[src/rtl/pingpong_ctrl_pkg.sv]
// Shared definitions for the ping-pong bank controller.
// Latency: n/a (types and constants only). Backpressure: n/a.
// Holds the bank-state encoding and the default bank depth.
package pingpong_ctrl_pkg;

  localparam int unsigned DEFAULT_DEPTH = 16;

  typedef enum logic {
    EMPTY = 1'b0,
    FULL  = 1'b1
  } bank_state_t;

endpackage

[src/rtl/pingpong_ctrl_if.sv]
// Handshake and bank-strobe bundle between producer/consumer and the ping-pong controller.
// Latency: n/a (wires only). Backpressure: wr_ready_o stalls the producer.
// The master modport is the environment side; slave is the controller side.
interface pingpong_ctrl_if
  import pingpong_ctrl_pkg::*;
#(
  parameter int AWidth = $clog2(DEFAULT_DEPTH)
);

  logic              wr_valid_i;
  logic              wr_ready_o;
  logic              wr_en_o;
  logic              wr_bank_o;
  logic [AWidth-1:0] wr_addr_o;
  logic              rd_ready_i;
  logic              rd_en_o;
  logic              rd_bank_o;
  logic [AWidth-1:0] rd_addr_o;
  logic              sel_o;
  logic              rd_valid_o;

  modport master (
    output wr_valid_i,
    output rd_ready_i,
    input  wr_ready_o,
    input  wr_en_o,
    input  wr_bank_o,
    input  wr_addr_o,
    input  rd_en_o,
    input  rd_bank_o,
    input  rd_addr_o,
    input  sel_o,
    input  rd_valid_o
  );

  modport slave (
    input  wr_valid_i,
    input  rd_ready_i,
    output wr_ready_o,
    output wr_en_o,
    output wr_bank_o,
    output wr_addr_o,
    output rd_en_o,
    output rd_bank_o,
    output rd_addr_o,
    output sel_o,
    output rd_valid_o
  );

endinterface

[src/rtl/pingpong_ctrl_ptr.sv]
// Bank pointer: address within a bank plus the bank bit, advanced by inc.
// Latency: address/bank update on the edge after inc; wrap is combinational.
// Backpressure: none, the caller gates inc.
module pp_ptr #(
  parameter int Depth  = 16,
  parameter int AWidth = $clog2(Depth)
) (
  input  logic              clk,
  input  logic              rst,
  input  logic              inc,
  output logic              bank,
  output logic [AWidth-1:0] addr,
  output logic              wrap
);

  localparam logic [AWidth-1:0] LastAddr = AWidth'(Depth - 1);

  assign wrap = inc && (addr == LastAddr);

  // Depth is a power of two, so the natural roll-over of addr is the modulo.
  always_ff @(posedge clk) begin
    if (rst) begin
      addr <= '0;
      bank <= 1'b0;
    end else if (inc) begin
      addr <= addr + 1'b1;
      if (wrap) begin
        bank <= ~bank;
      end
    end
  end

endmodule

[src/rtl/pingpong_ctrl.sv]
// Ping-pong double-buffer controller: producer fills one bank while the consumer drains the other.
// Latency: rd_valid_o/sel_o one cycle after rd_en_o; strobes are combinational from the handshake.
// Backpressure: wr_ready_o drops while the target bank is FULL; reads only issue from a FULL bank.
module pingpong_ctrl
  import pingpong_ctrl_pkg::*;
#(
  parameter int Depth  = DEFAULT_DEPTH,
  parameter int AWidth = $clog2(Depth)
) (
  input  logic             clk_i,
  input  logic             rst_i,
  pingpong_ctrl_if.slave   bus
);

  bank_state_t       state_q [2];
  bank_state_t       state_d [2];

  logic              wr_bank;
  logic [AWidth-1:0] wr_addr;
  logic              wr_wrap;
  logic              wr_ready;
  logic              wr_en;

  logic              rd_bank;
  logic [AWidth-1:0] rd_addr;
  logic              rd_wrap;
  logic              rd_en;

  logic              sel_q;
  logic              rd_valid_q;

  assign wr_ready = (state_q[wr_bank] == EMPTY);
  assign wr_en    = bus.wr_valid_i && wr_ready;
  assign rd_en    = bus.rd_ready_i && (state_q[rd_bank] == FULL);

  pp_ptr #(
    .Depth  (Depth),
    .AWidth (AWidth)
  ) u_wr_ptr (
    .clk  (clk_i),
    .rst  (rst_i),
    .inc  (wr_en),
    .bank (wr_bank),
    .addr (wr_addr),
    .wrap (wr_wrap)
  );

  pp_ptr #(
    .Depth  (Depth),
    .AWidth (AWidth)
  ) u_rd_ptr (
    .clk  (clk_i),
    .rst  (rst_i),
    .inc  (rd_en),
    .bank (rd_bank),
    .addr (rd_addr),
    .wrap (rd_wrap)
  );

  // A wrapping write targets an EMPTY bank and a wrapping read a FULL one,
  // so the two updates can never land on the same bank in one cycle.
  always_comb begin
    state_d = state_q;
    if (wr_wrap) begin
      state_d[wr_bank] = FULL;
    end
    if (rd_wrap) begin
      state_d[rd_bank] = EMPTY;
    end
  end

  always_ff @(posedge clk_i) begin
    if (rst_i) begin
      state_q[0] <= EMPTY;
      state_q[1] <= EMPTY;
    end else begin
      state_q <= state_d;
    end
  end

  // sel_o follows the bank of the last issued read and holds between reads.
  always_ff @(posedge clk_i) begin
    if (rst_i) begin
      sel_q      <= 1'b0;
      rd_valid_q <= 1'b0;
    end else begin
      rd_valid_q <= rd_en;
      if (rd_en) begin
        sel_q <= rd_bank;
      end
    end
  end

  assign bus.wr_ready_o = wr_ready;
  assign bus.wr_en_o    = wr_en;
  assign bus.wr_bank_o  = wr_bank;
  assign bus.wr_addr_o  = wr_addr;
  assign bus.rd_en_o    = rd_en;
  assign bus.rd_bank_o  = rd_bank;
  assign bus.rd_addr_o  = rd_addr;
  assign bus.sel_o      = sel_q;
  assign bus.rd_valid_o = rd_valid_q;

endmodule

[src/flat_wrapper.sv]
// flat-port wrapper written by rule: the top's interface ports become plain ports
module pingpong_ctrl_flat import pingpong_ctrl_pkg::*;
#(
  parameter int Depth  = DEFAULT_DEPTH,
  parameter int AWidth = $clog2(Depth)
)
  (clk_i, rst_i, bus_wr_valid_i, bus_rd_ready_i, bus_wr_ready_o, bus_wr_en_o, bus_wr_bank_o, bus_wr_addr_o, bus_rd_en_o, bus_rd_bank_o, bus_rd_addr_o, bus_sel_o, bus_rd_valid_o);
  pingpong_ctrl_if #(.AWidth(AWidth)) bus_i ();
  input  logic clk_i;
  input  logic rst_i;
  input wire logic [$bits(bus_i.wr_valid_i)-1:0] bus_wr_valid_i;
  input wire logic [$bits(bus_i.rd_ready_i)-1:0] bus_rd_ready_i;
  output wire logic [$bits(bus_i.wr_ready_o)-1:0] bus_wr_ready_o;
  output wire logic [$bits(bus_i.wr_en_o)-1:0] bus_wr_en_o;
  output wire logic [$bits(bus_i.wr_bank_o)-1:0] bus_wr_bank_o;
  output wire logic [$bits(bus_i.wr_addr_o)-1:0] bus_wr_addr_o;
  output wire logic [$bits(bus_i.rd_en_o)-1:0] bus_rd_en_o;
  output wire logic [$bits(bus_i.rd_bank_o)-1:0] bus_rd_bank_o;
  output wire logic [$bits(bus_i.rd_addr_o)-1:0] bus_rd_addr_o;
  output wire logic [$bits(bus_i.sel_o)-1:0] bus_sel_o;
  output wire logic [$bits(bus_i.rd_valid_o)-1:0] bus_rd_valid_o;
  assign bus_i.wr_valid_i = bus_wr_valid_i;
  assign bus_i.rd_ready_i = bus_rd_ready_i;
  assign bus_wr_ready_o = bus_i.wr_ready_o;
  assign bus_wr_en_o = bus_i.wr_en_o;
  assign bus_wr_bank_o = bus_i.wr_bank_o;
  assign bus_wr_addr_o = bus_i.wr_addr_o;
  assign bus_rd_en_o = bus_i.rd_en_o;
  assign bus_rd_bank_o = bus_i.rd_bank_o;
  assign bus_rd_addr_o = bus_i.rd_addr_o;
  assign bus_sel_o = bus_i.sel_o;
  assign bus_rd_valid_o = bus_i.rd_valid_o;
  pingpong_ctrl #(.Depth(Depth), .AWidth(AWidth)) u_core (.clk_i(clk_i), .rst_i(rst_i), .bus(bus_i));
endmodule
[config.mk]
export PLATFORM = sky130hd
export DESIGN_NAME = pingpong_ctrl_flat
export DESIGN_NICKNAME = d
export VERILOG_FILES = /design/src/rtl/pingpong_ctrl_pkg.sv /design/src/rtl/pingpong_ctrl_if.sv /design/src/rtl/pingpong_ctrl_ptr.sv /design/src/rtl/pingpong_ctrl.sv /design/src/flat_wrapper.sv
export SDC_FILE = /design/constraint.sdc
export NUM_CORES = 1
export LEC_CHECK = 0
export CAP_MARGIN = 20
export CORE_AREA = 8 8 45 47
export CTS_BUF_LIST = sky130_fd_sc_hd__clkbuf_8
export DETAILED_ROUTE_END_ITERATION = 8
export DIE_AREA = 0 0 53 55
export GPL_TIMING_DRIVEN = 0
export PLACE_DENSITY = 0.82
export SLEW_MARGIN = 5
export SYNTH_ARGS = -nofsm -noshare
export SYNTH_HDL_FRONTEND = slang
export SYNTH_SLANG_ARGS = --single-unit
[constraint.sdc]
create_clock -name clk_i -period 3.6 [get_ports clk_i]
set_input_delay 0.9 -clock clk_i [delete_from_list [all_inputs] [get_ports clk_i]]
set_output_delay 0.9 -clock clk_i [all_outputs]
set_load 0.03 [all_outputs]
# Word level (Yosys, flattened, before mapping)
# Cells that the tools add are included.
# word_totals
ff_bits	14
word_cells	44
inputBits	4
out_inout_bits	15
# classes
n_eq_ne	2
n_bitwise	8
n_lt_le_gt_ge	4
n_mux	12
n_reduce_logical	8
n_addsub	2
# op_table
op	count
4-bit by 1-bit adder with 4-bit output, second input constant	2
4-bit == test, second input constant	2
1-bit two-way mux	8
1-bit logical AND	6
2-bit >= comparator, second input constant	2
2-bit by 1-bit < comparator with 1-bit output, second input constant	2
2-bit two-way mux	2
1-bit inverter with 2-bit output	2
2-bit AND reduction	2
1-bit inverter	3
2-bit AND	1
1-bit demux with 1-bit select	2
2-bit inverter	1
2-bit OR	1

# Longest topological paths before layout
# depth
depth_word	10
depth_mapped	4
mapped_depth_nobuf	4

# Cells and area by module
# Synthesis repeated with hierarchy kept, for this count alone.
# unflattened
cells_unflattened	62
area_unflattened_um2	673.1
# modules_own_cells
mod	instances	seq_area_each_um2	cells_per_inst	area_per_inst_um2
pp_ptr	2	100.1	22	242.7
pingpong_ctrl	1	80.1	18	187.7

# Least setup slack after synthesis
# OpenSTA, ideal clock, no wires.
# synth_path
path_kind	input port to output port
start	input bus_rd_ready_i
end	output bus_rd_en_o
slack_ps	1298
arrival_time_ps	1402
required_time_ps	2700
n_path_buf	0
stages	2
cell_sequence	inv_1 nor2_1
# synth_between
elab_chain_len	1
# synth_lines
element	line_no	source
start: declaration	flat_wrapper.sv:12	input wire logic [$bits(bus_i.rd_ready_i)-1:0] bus_rd_ready_i;
1-bit logical AND	pingpong_ctrl.sv:34	assign rd_en = bus.rd_ready_i && (state_q[rd_bank] == FULL);
end: declaration	flat_wrapper.sv:17	output wire logic [$bits(bus_i.rd_en_o)-1:0] bus_rd_en_o;
# Every way passes these cells.

# Worst setup path after layout
# layout_path
start	input bus_wr_valid_i
end	output bus_wr_en_o
# layout_between
elab_chain_len	1
# layout_lines
element	line_no	source
start: declaration	flat_wrapper.sv:11	input wire logic [$bits(bus_i.wr_valid_i)-1:0] bus_wr_valid_i;
1-bit logical AND	pingpong_ctrl.sv:33	assign wr_en = bus.wr_valid_i && wr_ready;
end: declaration	flat_wrapper.sv:14	output wire logic [$bits(bus_i.wr_en_o)-1:0] bus_wr_en_o;
# Every way passes these cells.

==> impl_results.md <==
* # IOs at 19
* Via count at 620
* Die width at 53 um
* Setup TNS at 0 ns
* Placer Congestion at 0.7208
* Fin. max-slew vios at 0
* CTS Buf Count at 3
* Yosys top cell by area: dfxtp_1
* Total power draw at 0.3355 mW
* Die ar. at 2915 um^2
* DR WL met3 at 113 um
* Power density cells at 370.4 nW/um^2
* Worst r2r src: u_core.u_wr_ptr.bank
* Netlist cell types at 31
* Placed insts at 107
* Cts repair resizes at 0
* Fin nets at 102
* Fmax at 302.1 MHz
* Post-Synth Adder-Cell Area at 3.846%
* Status: finished clean
* CP Data Required Time at 2.70 ns
* Met1 Wirelength at 682 um
* CP max-delay cell: clkdlybuf4s50_1
* Slowest cell delay on critical path at 0.69 ns
* Min-Delay Path Class: register to register
* Total track usage at 11.57%
* Worst-path cell chain: clkdlybuf4s50_1 > inv_1 > nor2_1 > clkdlybuf4s50_1
* CP Class: primary input to output pin
* Max cap viols at 0
* Sink Count at 14
* Min-delay src: u_core.u_rd_ptr.addr[3]
* Hold_buf cts at 0
* Synth Instances at 73
* R2R cell count at 3
* Initial antenna violation count at 0
* Vias in the first global route at 610
* Fin crit share at 91.94%
* Min Hold Slack at 0.5121 ns
* Post-Synth Simple-Gate Area at 21.54%
* Antenna cells at 0
* Sequential share of the synthesized area at 43.08%
* CTS root buffer: clkbuf_8
* Final WL at 1545 um
* Remaining antenna violation count at 0
* Design area at 905.9 um^2
* Cell Count, Final, Fillers Out at 111
* CTS tree: done
* Num rows at 14
* Yosys warns at 0
* DRT iter0 DRCs at 10
* Largest net degree at the start of global routing at 11
* Post-synthesis mux area share at 5.577%
* Clock Path Buffers at 2
* Pleak at 0.3194 nW
* Core region area at 1384 um^2
* Most Frequent Cell on Critical Path: clkdlybuf4s50_1
* Worst VDD drop at 0.2511 mV
* Gr ovfl total at 0
* Synth Area per Inst at 8.913 um^2
* Crit Path Max Fanout at 6
* Largest cells by area after synthesis: dfxtp_1, a21oi_1, o21ai_0, ha_1, nor2_1
* Synth Area in XOR/XNOR at 0%
* Setup Skew at 0.004455 ns
* Reg-to-Reg End: u_core.state_q[1]
* Worst-margin pin slew at 0.4795 ns
* Critical path buffers and inverters at 3
* Hold Path End: u_core.u_rd_ptr.addr[3]
* CTS clk-pin slew, worst paths at 0.06 ns
* Top cell type's share of synthesized area at 43.08%
* Startpoint types: primary input
* DR WL/cell at 13.92 um
* Critical path arrival at 2.41 ns
* Layout cells sized above 1 at 11.58%
* # Post-CTS Setup Buffers at 0
* Residual DRC at 0
* WL met2 at 704 um
* CTS H-Tree Depth at 1
* Post-DP HPWL at 1148 um
* RSZ-0062 raised after global routing: no
* Top delay family on crit path: buffers and inverters
* Fraction of the mapped netlist area in compound gates at 21.73%
* Final Hold Vio Count at 0
* Syn Nets at 79
* Hold Crit Depth at 2
* Drt pass-1 iters at 3
* DR top layer: met4
* Reg2reg setup slack at 2.17 ns
* Vias per cell at 5.586
* Post-synthesis cell area at 650.6 um^2
* Port bufs at 18
* First-pass GRT wire length at 2490 um
* Setup Viol. Count Final at 0
* Final Critical Period at 3.310 ns
* Clk Latency, worst-skew pair at 0.24 ns
* Initial core utilization at 47.02%
* Count of state elements after synthesis at 14
* Main combinational cell family by area after synthesis: compound AO/OA/AOI/OAI gates
* Crit. End Element: output pin
* Placed Instance Area at 850.8 um^2
* Die height at 55 um
* P&R area growth vs syn at 39.23%
* Max-slew headroom at 68.03%
-- kinds of logic (layout without fill, tap and decap cells) --
kind of cell | after synthesis | count (layout)
fa+ha+maj | 2 | 2
mux | 3 | 3
simple gates | 24 | 24
flops | 14 | 14
compound gates | 23 | 23
buf+inv | 7 | 29
-- routing by layer --
metal / global-route usage (%) / vias up
li1: - / 315
met1: 12.29 / 279
met2: 19.14 / 20
met3: 3.209 / 6
met4: 9.052 / 0
met5: 0 / -
-- cell type report --
| type | count | area (um^2) |
|---|---|---|
| flip-flops and latches | 14 | 280.3 |
| repair buffers | 18 | 180.2 |
| multi-input cells | 52 | 342.8 |
| plain buffers | 2 | 8.758 |
| clock buffers | 4 | 55.05 |
| fillers | 125 | 478.0 |
| inverters | 5 | 18.77 |
| well taps | 16 | 20.02 |
-- stage by stage --
stage          worst slack [ns]  util [%]
2_1_floorplan             1.298         -
3_3_place_gp             0.2833     61.48
3_5_place_dp             0.2860     61.48
4_1_cts                  0.2733     65.46
5_1_grt                  0.2028     65.46
6_report                 0.2901     65.46
-- how the worst max path moves through the flow --
stage | startpoint | to | slack [ns] | cells after the start
6_report | bus_wr_valid_i | bus_wr_en_o | 0.29 | 4
3_3_place_gp | bus_rd_ready_i | bus_rd_en_o | 0.28 | 4
2_1_floorplan | bus_rd_ready_i | bus_rd_en_o | 1.30 | 2
5_1_grt | bus_wr_valid_i | bus_wr_en_o | 0.20 | 4
4_1_cts | bus_wr_valid_i | bus_wr_en_o | 0.27 | 4
3_5_place_dp | bus_wr_valid_i | bus_wr_en_o | 0.29 | 4
-- registers in the layout, summed over array words and instances (netlist names) --
register and cells:
u_core.u_wr_ptr.bank 1, u_core.bus.rd_valid_o 1, u_core.u_rd_ptr.bank 1, u_core.u_rd_ptr.addr 4, u_core.bus.sel_o 1, u_core.u_wr_ptr.addr 4, u_core.state_q 2
-- Yosys cell counts --
cell type  count
o21ai_0        7
a211oi_2       1
a311oi_1       1
dfxtp_1       14
mux2_4         1
o31ai_1        1
a31o_2         1
a21oi_1        8
nor3_1         2
nor3b_1        1
nor2b_1        1
nand3b_1       1
or3_4          1
inv_1          5
nor2_1         6
a21o_1         1
buf_2          1
mux2i_1        1
a31oi_1        1
nand4_1        3
nand2_1        1
or4_1          1
nand3_1        2
a22oi_1        1
clkbuf_1       1
a211oi_1       1
or3_1          3
and4_1         1
ha_1           2
mux2_2         1
or3_2          1
-- worst min-delay path, cell delays in order, from the launching register on --
cell     delay (ns)
dfxtp_1        0.33
o31ai_1        0.07
a21oi_1        0.06
-- where the power goes --
| group | total, mW | switching [mW] | internal (mW) |
|---|---|---|---|
| Combinational | 0.0238 | 0.0142 | 0.00963 |
| Clock | 0.153 | 0.0561 | 0.0968 |
| Sequential | 0.159 | 0.00201 | 0.157 |
| Total | 0.336 | 0.0723 | 0.263 |
-- placed cells by master, fill, tap and decap left out, types with 2 or more instances in the layout --
cell type / netlist / layout
clkdlybuf4s50_1: 0 / 18
dfxtp_1: 14 / 14
a21oi_1: 8 / 8
o21ai_0: 7 / 7
nor2_1: 6 / 6
inv_1: 5 / 5
clkbuf_8: 0 / 4
nand4_1: 3 / 3
or3_1: 3 / 3
nor3_1: 2 / 2
nand3_1: 2 / 2
ha_1: 2 / 2
No activity file was read; power rests on OpenSTA's default activity.
